==> config.mk <==
export PLATFORM = sky130hd
export DESIGN_NAME = mux_arbiter_rr
export DESIGN_NICKNAME = d
export VERILOG_FILES = /design/src/rtl/mux_arb_pkg.sv /design/src/rtl/mux_arb_fsm.sv /design/src/rtl/mux_arbiter_rr.sv
export SDC_FILE = /design/constraint.sdc
export NUM_CORES = 1
export LEC_CHECK = 0
export CAP_MARGIN = 25
export CORE_AREA = 2 2 39 41
export DETAILED_ROUTE_END_ITERATION = 10
export DIE_AREA = 0 0 41 43
export PLACE_DENSITY = 0.74
export SYNTH_ARGS = -nofsm -noshare
export SYNTH_HDL_FRONTEND = slang
export SYNTH_SLANG_ARGS = --single-unit
export TNS_END_PERCENT = 50
==> constraint.sdc <==
create_clock -name clk -period 2.72 [get_ports clk]
set_input_delay 0.68 -clock clk [delete_from_list [all_inputs] [get_ports clk]]
set_output_delay 0.68 -clock clk [all_outputs]
set_load 0.1 [all_outputs]
==> src/rtl/mux_arb_pkg.sv <==
// Shared types and constants for the mux_arbiter_rr round-robin arbiter.
package mux_arb_pkg;

    localparam int unsigned DATA_W_DEF = 2;
    localparam int unsigned STATS_W    = 8;

    typedef enum logic [1:0] {
        IDLE = 2'd0,
        G0   = 2'd1,
        G1   = 2'd2
    } arb_state_e;

endpackage

==> src/rtl/mux_arb_fsm.sv <==
// Grant sequencer for mux_arbiter_rr: owns the grant state, the burst counter
// and the round-robin tie-break memory.
module mux_arb_fsm
    import mux_arb_pkg::*;
#(
    parameter int unsigned BURST_MAX = 4
) (
    input  logic clk,
    input  logic reset_L,
    input  logic valid_in0,
    input  logic valid_in1,
    input  logic out_free,
    output logic selector,
    output logic grant0,
    output logic grant1
);

    localparam int unsigned      CNT_W   = $clog2(BURST_MAX + 1);
    localparam logic [CNT_W-1:0] CNT_MAX = CNT_W'(BURST_MAX);
    localparam logic [CNT_W-1:0] CNT_ONE = CNT_W'(1);

    arb_state_e       state_q, state_d;
    logic [CNT_W-1:0] burst_cnt_q, burst_cnt_d;
    logic [CNT_W-1:0] cnt_inc;
    logic             last_served_q, last_served_d;
    logic             cur_id, cur_valid, oth_valid;

    always_ff @(posedge clk or negedge reset_L) begin
        if (!reset_L) begin
            state_q       <= IDLE;
            burst_cnt_q   <= '0;
            last_served_q <= 1'b1;
        end else begin
            state_q       <= state_d;
            burst_cnt_q   <= burst_cnt_d;
            last_served_q <= last_served_d;
        end
    end

    always_comb begin
        state_d       = state_q;
        burst_cnt_d   = burst_cnt_q;
        last_served_d = last_served_q;
        cur_id        = (state_q == G1);
        cur_valid     = cur_id ? valid_in1 : valid_in0;
        oth_valid     = cur_id ? valid_in0 : valid_in1;
        // With nobody waiting the count wraps back to 1 instead of saturating.
        cnt_inc       = (burst_cnt_q < CNT_MAX) ? burst_cnt_q + CNT_ONE : CNT_ONE;

        unique case (state_q)
            IDLE: begin
                if (valid_in0 && valid_in1) begin
                    state_d = last_served_q ? G0 : G1;
                end else if (valid_in0) begin
                    state_d = G0;
                end else if (valid_in1) begin
                    state_d = G1;
                end
            end
            G0, G1: begin
                if (!cur_valid) begin
                    state_d       = oth_valid ? (cur_id ? G0 : G1) : IDLE;
                    burst_cnt_d   = '0;
                    last_served_d = cur_id;
                end else if (out_free) begin
                    if (oth_valid && (cnt_inc == CNT_MAX)) begin
                        state_d       = cur_id ? G0 : G1;
                        burst_cnt_d   = '0;
                        last_served_d = cur_id;
                    end else begin
                        burst_cnt_d = cnt_inc;
                    end
                end
            end
            default: state_d = IDLE;
        endcase
    end

    assign selector = (state_q == G1);
    assign grant0   = (state_q == G0);
    assign grant1   = (state_q == G1);

endmodule

==> src/rtl/mux_arbiter_rr.sv <==
// Round-robin 2:1 mux arbiter with a single registered output stage.
// Optional per-requester transfer counters via `define MUX_ARB_STATS_EN.
module mux_arbiter_rr
    import mux_arb_pkg::*;
#(
    parameter int unsigned DATA_W    = DATA_W_DEF,
    parameter int unsigned BURST_MAX = 4
) (
    input  logic              clk,
    input  logic              reset_L,
    input  logic              valid_in0,
    input  logic [DATA_W-1:0] data_in0,
    output logic              ready_out0,
    input  logic              valid_in1,
    input  logic [DATA_W-1:0] data_in1,
    output logic              ready_out1,
    output logic              selector,
    output logic              valid_out,
    output logic [DATA_W-1:0] data_out,
    input  logic              ready_in
`ifdef MUX_ARB_STATS_EN
    ,
    output logic [STATS_W-1:0] grant_cnt0,
    output logic [STATS_W-1:0] grant_cnt1
`endif
);

    logic              valid_out_q, valid_out_d;
    logic [DATA_W-1:0] data_out_q, data_out_d;
    logic              out_free, grant0, grant1, xfer0, xfer1;

    mux_arb_fsm #(
        .BURST_MAX(BURST_MAX)
    ) u_fsm (
        .clk      (clk),
        .reset_L  (reset_L),
        .valid_in0(valid_in0),
        .valid_in1(valid_in1),
        .out_free (out_free),
        .selector (selector),
        .grant0   (grant0),
        .grant1   (grant1)
    );

    assign out_free   = !valid_out_q || ready_in;
    assign ready_out0 = grant0 && out_free;
    assign ready_out1 = grant1 && out_free;
    assign xfer0      = valid_in0 && ready_out0;
    assign xfer1      = valid_in1 && ready_out1;

    // A load in the same cycle as a downstream pop keeps valid_out high.
    always_comb begin
        valid_out_d = valid_out_q;
        data_out_d  = data_out_q;
        if (xfer0 || xfer1) begin
            valid_out_d = 1'b1;
            data_out_d  = xfer1 ? data_in1 : data_in0;
        end else if (ready_in) begin
            valid_out_d = 1'b0;
        end
    end

    always_ff @(posedge clk or negedge reset_L) begin
        if (!reset_L) begin
            valid_out_q <= 1'b0;
            data_out_q  <= '0;
        end else begin
            valid_out_q <= valid_out_d;
            data_out_q  <= data_out_d;
        end
    end

    assign valid_out = valid_out_q;
    assign data_out  = data_out_q;

`ifdef MUX_ARB_STATS_EN
    localparam logic [STATS_W-1:0] STAT_ONE = STATS_W'(1);

    logic [STATS_W-1:0] grant_cnt0_q, grant_cnt1_q;

    always_ff @(posedge clk or negedge reset_L) begin
        if (!reset_L) begin
            grant_cnt0_q <= '0;
            grant_cnt1_q <= '0;
        end else begin
            if (xfer0 && (grant_cnt0_q != '1)) grant_cnt0_q <= grant_cnt0_q + STAT_ONE;
            if (xfer1 && (grant_cnt1_q != '1)) grant_cnt1_q <= grant_cnt1_q + STAT_ONE;
        end
    end

    assign grant_cnt0 = grant_cnt0_q;
    assign grant_cnt1 = grant_cnt1_q;
`endif

endmodule

Word-level counts from Yosys, hierarchy flattened
Cells that the tools add are included.
- register bits: 9
- latch bits: 0
- RAM bits: 0
- bits in read-only memories: 0
- output and inout port bits: 6
- logic and storage cells: 52
- memories: 0
- $add $sub $neg: 1
- multiply operators: 0
- div/mod/pow operators: 0
- order comparisons: 1
- equal/unequal tests: 8
- shift-type cells: 0
- multiplexer cells: 22
- bitwise operators: 0
- reduce and logical (&&, ||, !) cells: 15
- operators by type and width (operator ; number):
    $mux W2 ; 10
    $mux W3 ; 4
    $mux W1 ; 7
    $logic_and A1 B1 Y1 ; 6
    $ne A3 B3 Y1 const B ; 2
    $reduce_and A3 Y1 ; 2
    $ne A2 B2 Y1 const B ; 2
    $ne A4 B3 Y1 const B ; 1
    $pmux W2 S2 ; 1
    $add A3 B1 Y3 const B ; 1
    $eq A3 B3 Y1 const B ; 1
    $lt A3 B3 Y1 const B ; 1
    $eq A2 B1 Y1 const B ; 1
    $eq A2 B2 Y1 const B ; 1
    $logic_not A2 Y1 ; 1
    $logic_or A1 B1 Y1 ; 2
    $reduce_and A2 Y1 ; 1
    $reduce_bool A2 Y1 ; 1
    $reduce_or A2 Y1 ; 1
    $logic_not A1 Y1 ; 1

Depth between registers and ports, before layout
Gate-level depths: netlist of run 1.
- depth after elaboration: 8
- mapped depth: 6
- depth with buffers taken out: 6

Cells and area by module
From an unflattened synthesis of run 1, not the netlist that was laid out.
- cell total of the unflattened synthesis: 69
- area total of the unflattened synthesis: 658.1 sq um
- by module, submodules not included (module ; instances ; cells each ; area an instance (sq um) ; sequential area each (sq um)):
    mux_arb_fsm ; 1 ; 49 ; 476.7 ; 151.4
    mux_arbiter_rr ; 1 ; 20 ; 181.4 ; 75.1

Least setup slack after synthesis of run 1
OpenSTA, ideal clock, no wires.
- path type: flip-flop to output port
- from: reg u_fsm.state_q[0]
- to: out ready_out1
- data arrival time: 2008 ps
- required time: 2040 ps
- path slack: 32 ps
- cell stages (with the launch flop): 4
- cell sequence: dfrtp_1 > inv_1 > ha_1 > and2_2
- cells in the longest elaborated chain, start to end: 2
- ends and longest elaborated chain (item ; line ; text):
    from (decl) ; mux_arb_fsm.sv:22 ; arb_state_e state_q, state_d;
    from (signal assigned) ; mux_arb_fsm.sv:34 ; state_q <= state_d;
    $eq A2 B2 Y1 ; -- ;
    named net selector ; mux_arbiter_rr.sv:17 ; output logic selector,
    $logic_and A1 B1 Y1 ; mux_arbiter_rr.sv:47 ; assign ready_out1 = grant1 && out_free;
    to (decl) ; mux_arbiter_rr.sv:16 ; output logic ready_out1,
The timed path passes the listed nets, and every way through them passes these cells.

Worst setup path after layout of run 1
- from: in ready_in
- to: out ready_out0
- cells in the longest elaborated chain, start to end: 2
- ends and longest elaborated chain (item ; line ; text):
    from (decl) ; mux_arbiter_rr.sv:20 ; input logic ready_in
    $logic_or A1 B1 Y1 ; mux_arbiter_rr.sv:45 ; assign out_free = !valid_out_q || ready_in;
    $logic_and A1 B1 Y1 ; mux_arbiter_rr.sv:46 ; assign ready_out0 = grant0 && out_free;
    to (decl) ; mux_arbiter_rr.sv:13 ; output logic ready_out0,
No other way between the ends.

==> results.json, run 1 <==
{
  "min_to": "u_fsm.burst_cnt_q[1]$_DFFE_PN0P_",
  "htreeDepth": 1,
  "synth_top_cell_by_area": "dfrtp_1",
  "drv_slew": 0,
  "setup_viol": 0,
  "synth_top_area_share_pct": 33.40,
  "layout_min_cycle_time_ns": 2.368,
  "synth_nets": 77,
  "fillers": 131,
  "cts_root_buf": "clkbuf_4",
  "synth_ff_type": "dfrtp_1",
  "post_cts_resized": 0,
  "synthMuxAreaShare_pct": 11.27,
  "setup_tns_ns": 0,
  "slowest_stage": "clkdlybuf4s50_1",
  "outcome": "finished clean",
  "cts_sinks": 9,
  "die_w_um": 41,
  "cp_max_fo": 4,
  "cp.arrival_ns": 1.69,
  "reg2reg_slack_ns": 0.66,
  "globalplace.congestion": 0.7451,
  "viasPerCell": 5.133,
  "fp.coreArea_mm2": 0.001384,
  "syn_area_per_cell_um2": 9.513,
  "dp_hpwl_um": 931.5,
  "synthCells": 63,
  "synth_seq_area_share_pct": 37.79,
  "first_pass_iters": 3,
  "io_buffers": 14,
  "r2r_end": "u_fsm.state_q[0]$_DFFE_PN0P_",
  "min_from": "u_fsm.burst_cnt_q[1]$_DFFE_PN0P_",
  "synth_fa_ha_area_share_pct": 10.44,
  "fin_ws_ns": 0.3520,
  "synth_compound_area_share_pct": 16.08,
  "avgRoutedWirePerCell_um": 12.01,
  "io-pin-count": 15,
  "cts_buffers": 3,
  "syn_to_final_growth_pct": 34.03,
  "max_stage_delay_ns": 0.47,
  "synth_commonest_cells": "dfrtp_1, inv_1, nand2_1",
  "whs_path_depth": 2,
  "hold_buffers": 0,
  "dieArea_mm2": 0.001763,
  "drc_errors": 0,
  "diodes": 0,
  "die_h_um": 43,
  "worst_setup_path_start_kind": "primary input",
  "synthXorXnorAreaFrac_pct": 0,
  "vias": 503,
  "endpoint_kind": "output pin",
  "track_usage_pct": 15.84,
  "ant_nets": 0,
  "crit_chain": "clkdlybuf4s50_1 -> nand2b_1 -> and2_1 -> buf_12",
  "critPathKind": "in2out",
  "relSlewSlack_pct": 68.33,
  "synth_top_family_by_area": "simple AND/OR/NAND/NOR gates",
  "reg2reg_depth": 6,
  "hold_class": "reg2reg",
  "grt_pass1_wl_mm": 1.849,
  "yosys.cell_count.top_type": "dfrtp_1",
  "drive_above_1_share_pct": 21.95,
  "grt_max_degree": 10,
  "postCtsSetupBuffers": 0,
  "drtIter0Drc": 13,
  "ys_warn_count": 0,
  "initial_core_util_pct": 43.31,
  "reg2reg_from": "u_fsm.state_q[0]$_DFFE_PN0P_",
  "synth_simple_gate_area_share_pct": 20.67,
  "synth-edff-count": 0,
  "ys_types": 28,
  "finClkSkew_ns": 0.002643,
  "clkLatencyLatePin_ns": 0.26,
  "async_reset_ff_share_pct": 100.0,
  "ctsLongestPathBuffers": 2,
  "grt_setup_unrepaired": "no",
  "worstPathRequired_ns": 2.04,
  "tightest_slew_ns": 0.4618,
  "nets": 97,
  "place_ws_ns": 0.3228,
  "clkTransAtPathRegs_ns": 0.06,
  "cts_tree": "built",
  "antenna_found_initial": 0,
  "synth-seq-cells": 9,
  "fmax_ghz": 0.4223,
  "hold_viol": 0,
  "rows": 14,
  "synth_area_leaders": "dfrtp_1, ha_1, mux2i_1",
  "grt_pass1_vias": 440,
  "grt_overflow": 0,
  "maxCapViolations": 0,
  "totalWireLength_mm": 1.177,
  "syn_area_um2": 599.3,
  "fin_crit_sh_pct": 87.06
}
## area by class of cell
type	instances	area, µm²	area share, %
Clock buffer	4	26.28	3.271
Inverter	6	22.52	2.804
Multi-Input combinational cell	48	350.3	43.61
Sequential cell	9	226.5	28.19
Tap cell	16	20.02	2.492
Timing Repair Buffer	15	157.7	19.63
## worst max-delay path by stage
stage / startpoint / endpoint / slack [ns] / depth (start not counted)
3_5_place_dp: valid_in0 / u_fsm.state_q[0]$_DFFE_PN0P_ / 0.32 / 5
2_1_floorplan: u_fsm.state_q[0]$_DFFE_PN0P_ / ready_out1 / 0.03 / 3
6_report: ready_in / ready_out0 / 0.35 / 4
3_3_place_gp: valid_in0 / u_fsm.state_q[1]$_DFFE_PN0P_ / 0.32 / 5
4_1_cts: ready_in / ready_out0 / 0.35 / 4
5_1_grt: ready_in / ready_out0 / 0.28 / 4
## metrics by stage
| stage | cell area, µm² | instances | util (%) | hold slack (ns) |
|---|---|---|---|---|
| floorplan | 599.3 | 63 | - | 0.3844 |
| global placement | 777.0 | 94 | 56.15 | 0.4649 |
| detailed placement | 777.0 | 94 | 56.15 | 0.4864 |
| CTS | 803.3 | 98 | 58.05 | 0.5000 |
| global route | 803.3 | 98 | 58.05 | 0.5137 |
| finish | 803.3 | 98 | 58.05 | 0.4993 |
## per-layer routing
layer / global-route usage [%] / wire length, µm
met1: 21.67 / 572
met4: 8.000 / 6
met3: 4.712 / 44
met5: 0 / 0
met2: 21.88 / 554
## cell usage in the layout, fill, tap and decap left out, types with 2 or more instances in the layout
cell type / netlist / final
dfrtp_1: 8 / 8
clkdlybuf4s50_1: 0 / 8
inv_1: 6 / 6
nand2_1: 6 / 6
ha_1: 5 / 5
buf_4: 0 / 5
a21oi_1: 4 / 4
nor2b_1: 3 / 3
nor2_1: 3 / 3
mux2i_1: 3 / 3
clkbuf_4: 0 / 3
nand2b_1: 2 / 2
o211ai_1: 2 / 2
nand3_1: 2 / 2
mux2_2: 2 / 2
o21ai_0: 2 / 2
buf_12: 0 / 2
## critical path: cells and delay by family
family                 cells  cell delay, ns
buffers and inverters      2            0.65
AND/OR/NAND/NOR            2            0.36
## flip-flops by register name, summed over array words and instances, names as in the netlist
name	flops
u_fsm.last_served_q	1
u_fsm.burst_cnt_q	3
data_out	2
u_fsm.state_q	2
valid_out	1
## cell families after synthesis
logic type | after synthesis
compound gates | 15
fa+ha+maj | 5
buf+inv | 6
flops | 9
mux | 6
simple gates | 22
Power of run 1 is not shown: default switching activity piles up to over one toggle a cycle in this logic, so the estimate is an artifact.
==> run 2: changes to the inputs <==
--- a/config.mk
+++ b/config.mk
@@ -10,6 +10,7 @@
 export DETAILED_ROUTE_END_ITERATION = 10
 export DIE_AREA = 0 0 41 43
 export PLACE_DENSITY = 0.74
+export SKIP_CTS_REPAIR_TIMING = 1
 export SYNTH_ARGS = -nofsm -noshare
 export SYNTH_HDL_FRONTEND = slang
 export SYNTH_SLANG_ARGS = --single-unit
==> results of run 2 <==
No change in the layout: final DEF, timing and power equal those of run 1.
Power of run 2 is left out for the same reason.
==> run 3: changes to the inputs <==
--- a/config.mk
+++ b/config.mk
@@ -7,6 +7,7 @@
 export LEC_CHECK = 0
 export CAP_MARGIN = 25
 export CORE_AREA = 2 2 39 41
+export CTS_CLUSTER_SIZE = 8
 export DETAILED_ROUTE_END_ITERATION = 10
 export DIE_AREA = 0 0 41 43
 export PLACE_DENSITY = 0.74
==> results of run 3 <==
No change in the layout: final DEF, timing and power equal those of run 1.
Power of run 3 is left out for the same reason.
==> patch 1, RTL diff (settings of run 2) <==
`BURST_MAX` is set to 4 in 2 places; all go to 8.
--- a/src/rtl/mux_arb_fsm.sv
+++ b/src/rtl/mux_arb_fsm.sv
@@ -3,7 +3,7 @@
 module mux_arb_fsm
     import mux_arb_pkg::*;
 #(
-    parameter int unsigned BURST_MAX = 4
+    parameter int unsigned BURST_MAX = 8
 ) (
     input  logic clk,
     input  logic reset_L,
--- a/src/rtl/mux_arbiter_rr.sv
+++ b/src/rtl/mux_arbiter_rr.sv
@@ -4,7 +4,7 @@
     import mux_arb_pkg::*;
 #(
     parameter int unsigned DATA_W    = DATA_W_DEF,
-    parameter int unsigned BURST_MAX = 4
+    parameter int unsigned BURST_MAX = 8
 ) (
     input  logic              clk,
     input  logic              reset_L,
Formal check against the unedited RTL: not equivalent (Yosys sat finds a counterexample within 10 cycles, from zero or initial values and one cycle with reset_L low).
==> patch 1 against run 2 <==
- count of clock-buffer cells in the layout is the same
- setup slack got worse by 37 ps
- sequential cell count is 1 higher
- wire length up 31%
- area after synthesis rose by 20%
- via count grew 23%
- critical path depth stayed put
- critical path type unchanged
- critical endpoint is now ready_out1
- final area up 14%
Power is left out: the tool's default activity adds up to more than one toggle a clock period on the data nets, which glitch-free logic cannot reach.
==> patch 1: results (changes against run 2) <==
* Status: finished, final reports clean (unchanged)
* HP Start: u_fsm.burst_cnt_q[2] (was u_fsm.burst_cnt_q[1])
* Avg WL per Cell at 13.99 um (was 12.01 um)
* First-pass GRT wire length at 2.587 mm (was 1.849 mm)
* Largest net degree at the start of global routing at 11 (was 10)
* Largest register FFs at 4 (was 3)
* Syn_area_per_cell at 9.256 sq um (was 9.513 sq um)
* Post-synthesis mux area share at 0.1179 (was 0.1127)
* Yosys warns at 0 (unchanged)
* CTS Buffer Depth at 2 (unchanged)
* Post-synth net total at 92 (was 77)
* Clock latency on the worst-skew pair at 280 ps (was 260 ps)
* Most flop-heavy register: u_fsm.burst_cnt_q (unchanged)
* Hold Crit Depth at 1 (was 2)
* Top_reg_cell synth: dfrtp_1 (unchanged)
* Number of distinct library cells after synthesis at 32 (was 28)
* Gr usage total at 0.2165 (was 0.1584)
* Total number of vias at 620 (was 503)
* Compound-Gate Fraction of Synth Area at 0.1629 (was 0.1608)
* Reg-to-reg slack, setup at 800 ps (was 660 ps)
* Seq/Total Area, Yosys at 0.3484 (was 0.3779)
* Dpl cells at 106 (was 94)
* GRT Max-Usage Layer: met2 (unchanged)
* Share of post-route cells with drive strength above 1 at 0.2128 (was 0.2195)
* Hold WC Path Type: reg2reg (unchanged)
* Hold EP: u_fsm.burst_cnt_q[2] (was u_fsm.burst_cnt_q[1])
* M1 wire length at 728 um (was 572 um)
* Met2 Track Usage GR at 0.3125 (was 0.2188)
* CP max FO at 8 (was 4)
* Fmax at 415.8 MHz (was 422.3 MHz)
* Reg2reg end: u_fsm.state_q[0] (unchanged)
* Final RePlAce weighted congestion at 0.8205 (was 0.7451)
* DRT Pass-1 Iters at 4 (was 3)
* Clk_skew at 1.743 ps (was 2.643 ps)
* Synth cell count leaders: dfrtp_1 (9), nand2_1 (7), a21oi_1 (6), nor2_1 (6) (was dfrtp_1 (8), inv_1 (6), nand2_1 (6))
* FF-to-FF Start: u_fsm.state_q[0] (unchanged)
* Met3 usage at 0.06283 (was 0.04712)
* 1st-iter DRT viols at 7 (was 13)
* Setup WS pre-CTS at 312.4 ps (was 322.8 ps)
* Met1 usage at 0.2977 (was 0.2167)
* DPL Wire Length at 1.132 mm (was 931.5 um)
* Port Buffers at 14 (unchanged)
* CP endpoint: ready_out1 (was ready_out0)
* DR WL met3 at 58 um (was 44 um)
* Synth area leaders: dfrtp_1 (31%), ha_1 (8.7%), a21oi_1 (4.2%) (was dfrtp_1 (33%), ha_1 (10%), mux2i_1 (5.0%))
* Metal2 WL at 729 um (was 554 um)
* Slew @ Worst Pin at 487.0 ps (was 461.8 ps)
* Clock Sink Count at 10 (was 9)
* Adder-cell share of the synthesized area at 0.08666 (was 0.1044)
* H-Tree Depth at 1 (unchanged)
* Routed WL at 1.539 mm (was 1.177 mm)
* Number of global-route vias before repair at 579 (was 440)
## patch 1: changes by cell type in the layout (fill, tap and decap cells not counted), sizes merged, moves of 2 or more
cell / before / now
inv: 6 / 4
o211ai: 2 / 0
nand4: 0 / 3
nor2: 3 / 6
## patch 1: final cells by class
cell class	count	area [sq um]
Clock buffer	4	36.28
Multi-Input combinational cell	61	434.2
Tap cell	16	20.02
Sequential cell	10	251.5
Timing Repair Buffer	15	157.7
Fill cell	128	469.2
Inverter	4	15.01
## patch 1: critical path: stages
cell and delay (ps):
clkdlybuf4s50_1 470, nand2b_2 200, and2_1 200, buf_12 180
## patch 1: metrics by stage
stage | hold WS, ps | area [sq um] | utilization
5_1_grt | 545.1 | 914.6 | 0.6609
3_5_place_dp | 510.4 | 878.3 | 0.6347
6_report | 533.0 | 914.6 | 0.6609
2_1_floorplan | 384.4 | 724.4 | -
4_1_cts | 527.7 | 914.6 | 0.6609
3_3_place_gp | 502.2 | 878.3 | 0.6347
==> patch 2, RTL diff (flow settings as in run 2) <==
Made on the original files. The 3 states of `arb_state_e` get a one-hot encoding in 3 bits.
--- a/src/rtl/mux_arb_pkg.sv
+++ b/src/rtl/mux_arb_pkg.sv
@@ -4,10 +4,10 @@
     localparam int unsigned DATA_W_DEF = 2;
     localparam int unsigned STATS_W    = 8;
 
-    typedef enum logic [1:0] {
-        IDLE = 2'd0,
-        G0   = 2'd1,
-        G1   = 2'd2
+    typedef enum logic [2:0] {
+        IDLE = 3'b001,
+        G0   = 3'b010,
+        G1   = 3'b100
     } arb_state_e;
 
 endpackage
Formal check against the unedited RTL: same outputs for any inputs over 10 cycles, from zero or initial values and one cycle with reset_L low; not proved beyond that.
==> patch 2 against run 2 <==
- wire length increased by 25%
- sequential cell count rose by 1
- setup slack got worse by 44 ps
- area after synthesis up 15%
- final area grew 14%
- first-iteration DRC count decreased by 31%
- count of clock-buffer cells in the layout unchanged
- sequential share of layout area shrank 0.60 points
- critical path type unchanged
- critical endpoint unchanged
==> patch 2: results (changes against run 2) <==
* Status: finished, final reports clean (unchanged)
* Met2 Track Usage GR at 0.3156 (was 0.2188)
* Reg-to-reg slack, setup at 780 ps (was 660 ps)
* Compound-Gate Fraction of Synth Area at 0.2087 (was 0.1608)
* Synthesized instance count at 74 (was 63)
* Clk_skew at 1.077 ps (was 2.643 ps)
* DPL Wire Length at 1.152 mm (was 931.5 um)
* Synth area leaders: dfrtp_1 (29%), dfstp_2 (7.6%), a21oi_1 (5.1%) (was dfrtp_1 (33%), ha_1 (10%), mux2i_1 (5.0%))
* First-pass GRT wire length at 2.352 mm (was 1.849 mm)
* Number of global-route vias before repair at 557 (was 440)
* Reg power frac at 0.271
* Seq/Total Area, Yosys at 0.3666 (was 0.3779)
* Reg2reg end: u_fsm.burst_cnt_q[2] (was u_fsm.state_q[0])
* CP arrival at 1730 ps (was 1690 ps)
* Hold Crit Depth at 1 (was 2)
* Met3 usage at 0.03141 (was 0.04712)
* Worst setup startpoint: ready_in (unchanged)
* Top_reg_cell synth: dfrtp_1 (unchanged)
* Nets at 102 (was 97)
* Largest net degree at the start of global routing at 13 (was 10)
* Post-synthesis mux area share at 0.07623 (was 0.1127)
* Synth cell count leaders: dfrtp_1 (8), a21oi_1 (7), nand3_1 (5), nor2_1 (5) (was dfrtp_1 (8), inv_1 (6), nand2_1 (6))
* Post-synth net total at 84 (was 77)
* HP Start: u_fsm.burst_cnt_q[1] (unchanged)
* Metal2 WL at 738 um (was 554 um)
* Max-slew headroom at 0.7058 (was 0.6833)
* Slowest cell on crit path: clkdlybuf4s50_1 (unchanged)
* Adder-cell share of the synthesized area at 0.01815 (was 0.1044)
* Vias per std cell at 5.785 (was 5.133)
* Worst Hold Slack at 513.1 ps (was 499.3 ps)
* Non-Filler Instances at 107 (was 98)
* Gr usage total at 0.2022 (was 0.1584)
* Async SR Flop Fraction at 1.000 (unchanged)
* Met1 usage at 0.2483 (was 0.2167)
* Final RePlAce weighted congestion at 0.8395 (was 0.7451)
* CTS buffer count at 3 (unchanged)
* Routed WL at 1.469 mm (was 1.177 mm)
* Placed Area at 879.6 sq um (was 777.0 sq um)
* DRT Pass-1 Iters at 4 (was 3)
* Share of post-route cells with drive strength above 1 at 0.2418 (was 0.2195)
* Reg2reg path depth at 4 (was 6)
* Post-Synth XOR/XNOR Area at 0.02541 (was 0)
* Top delay family on crit path: buffers and inverters (unchanged)
* 1st-iter DRT viols at 9 (was 13)
* DR WL met3 at 47 um (was 44 um)
* Setup WS pre-CTS at 299.8 ps (was 322.8 ps)
* M1 wire length at 642 um (was 572 um)
* Number of distinct library cells after synthesis at 36 (was 28)
* FF-to-FF Start: u_fsm.state_q[1] (was u_fsm.state_q[0])
patch 2: cell types whose count changed after synthesis, sizes merged, moves of 3 or more:
cell / run 2 / this run
buf: 0 / 3
ha: 5 / 1
inv: 6 / 3
nand2: 6 / 3
nand3: 2 / 5
patch 2: area by class of cell:
cell class,count,area [sq um]
inverter,3,11.26
clock buffer,4,36.28
timing repair buffer,17,185.2
tap,16,20.02
fill,126,467.9
multi-input combinational,57,410.4
sequential,10,252.7
patch 2: worst max path at each step:
stage / slack, ps / end
2_1_floorplan: -40 / ready_out1
3_3_place_gp: 310 / ready_out0
3_5_place_dp: 300 / ready_out0
4_1_cts: 300 / ready_out0
5_1_grt: 250 / ready_out0
6_report: 310 / ready_out0
patch 2: per-stage QoR:
step / total power, mW / TNS (ps)
2_1_floorplan: 0.8542 / -44.29
3_3_place_gp: 1.003 / 0
3_5_place_dp: 1.019 / 0
4_1_cts: 1.155 / 0
5_1_grt: 1.215 / 0
6_report: 1.148 / 0
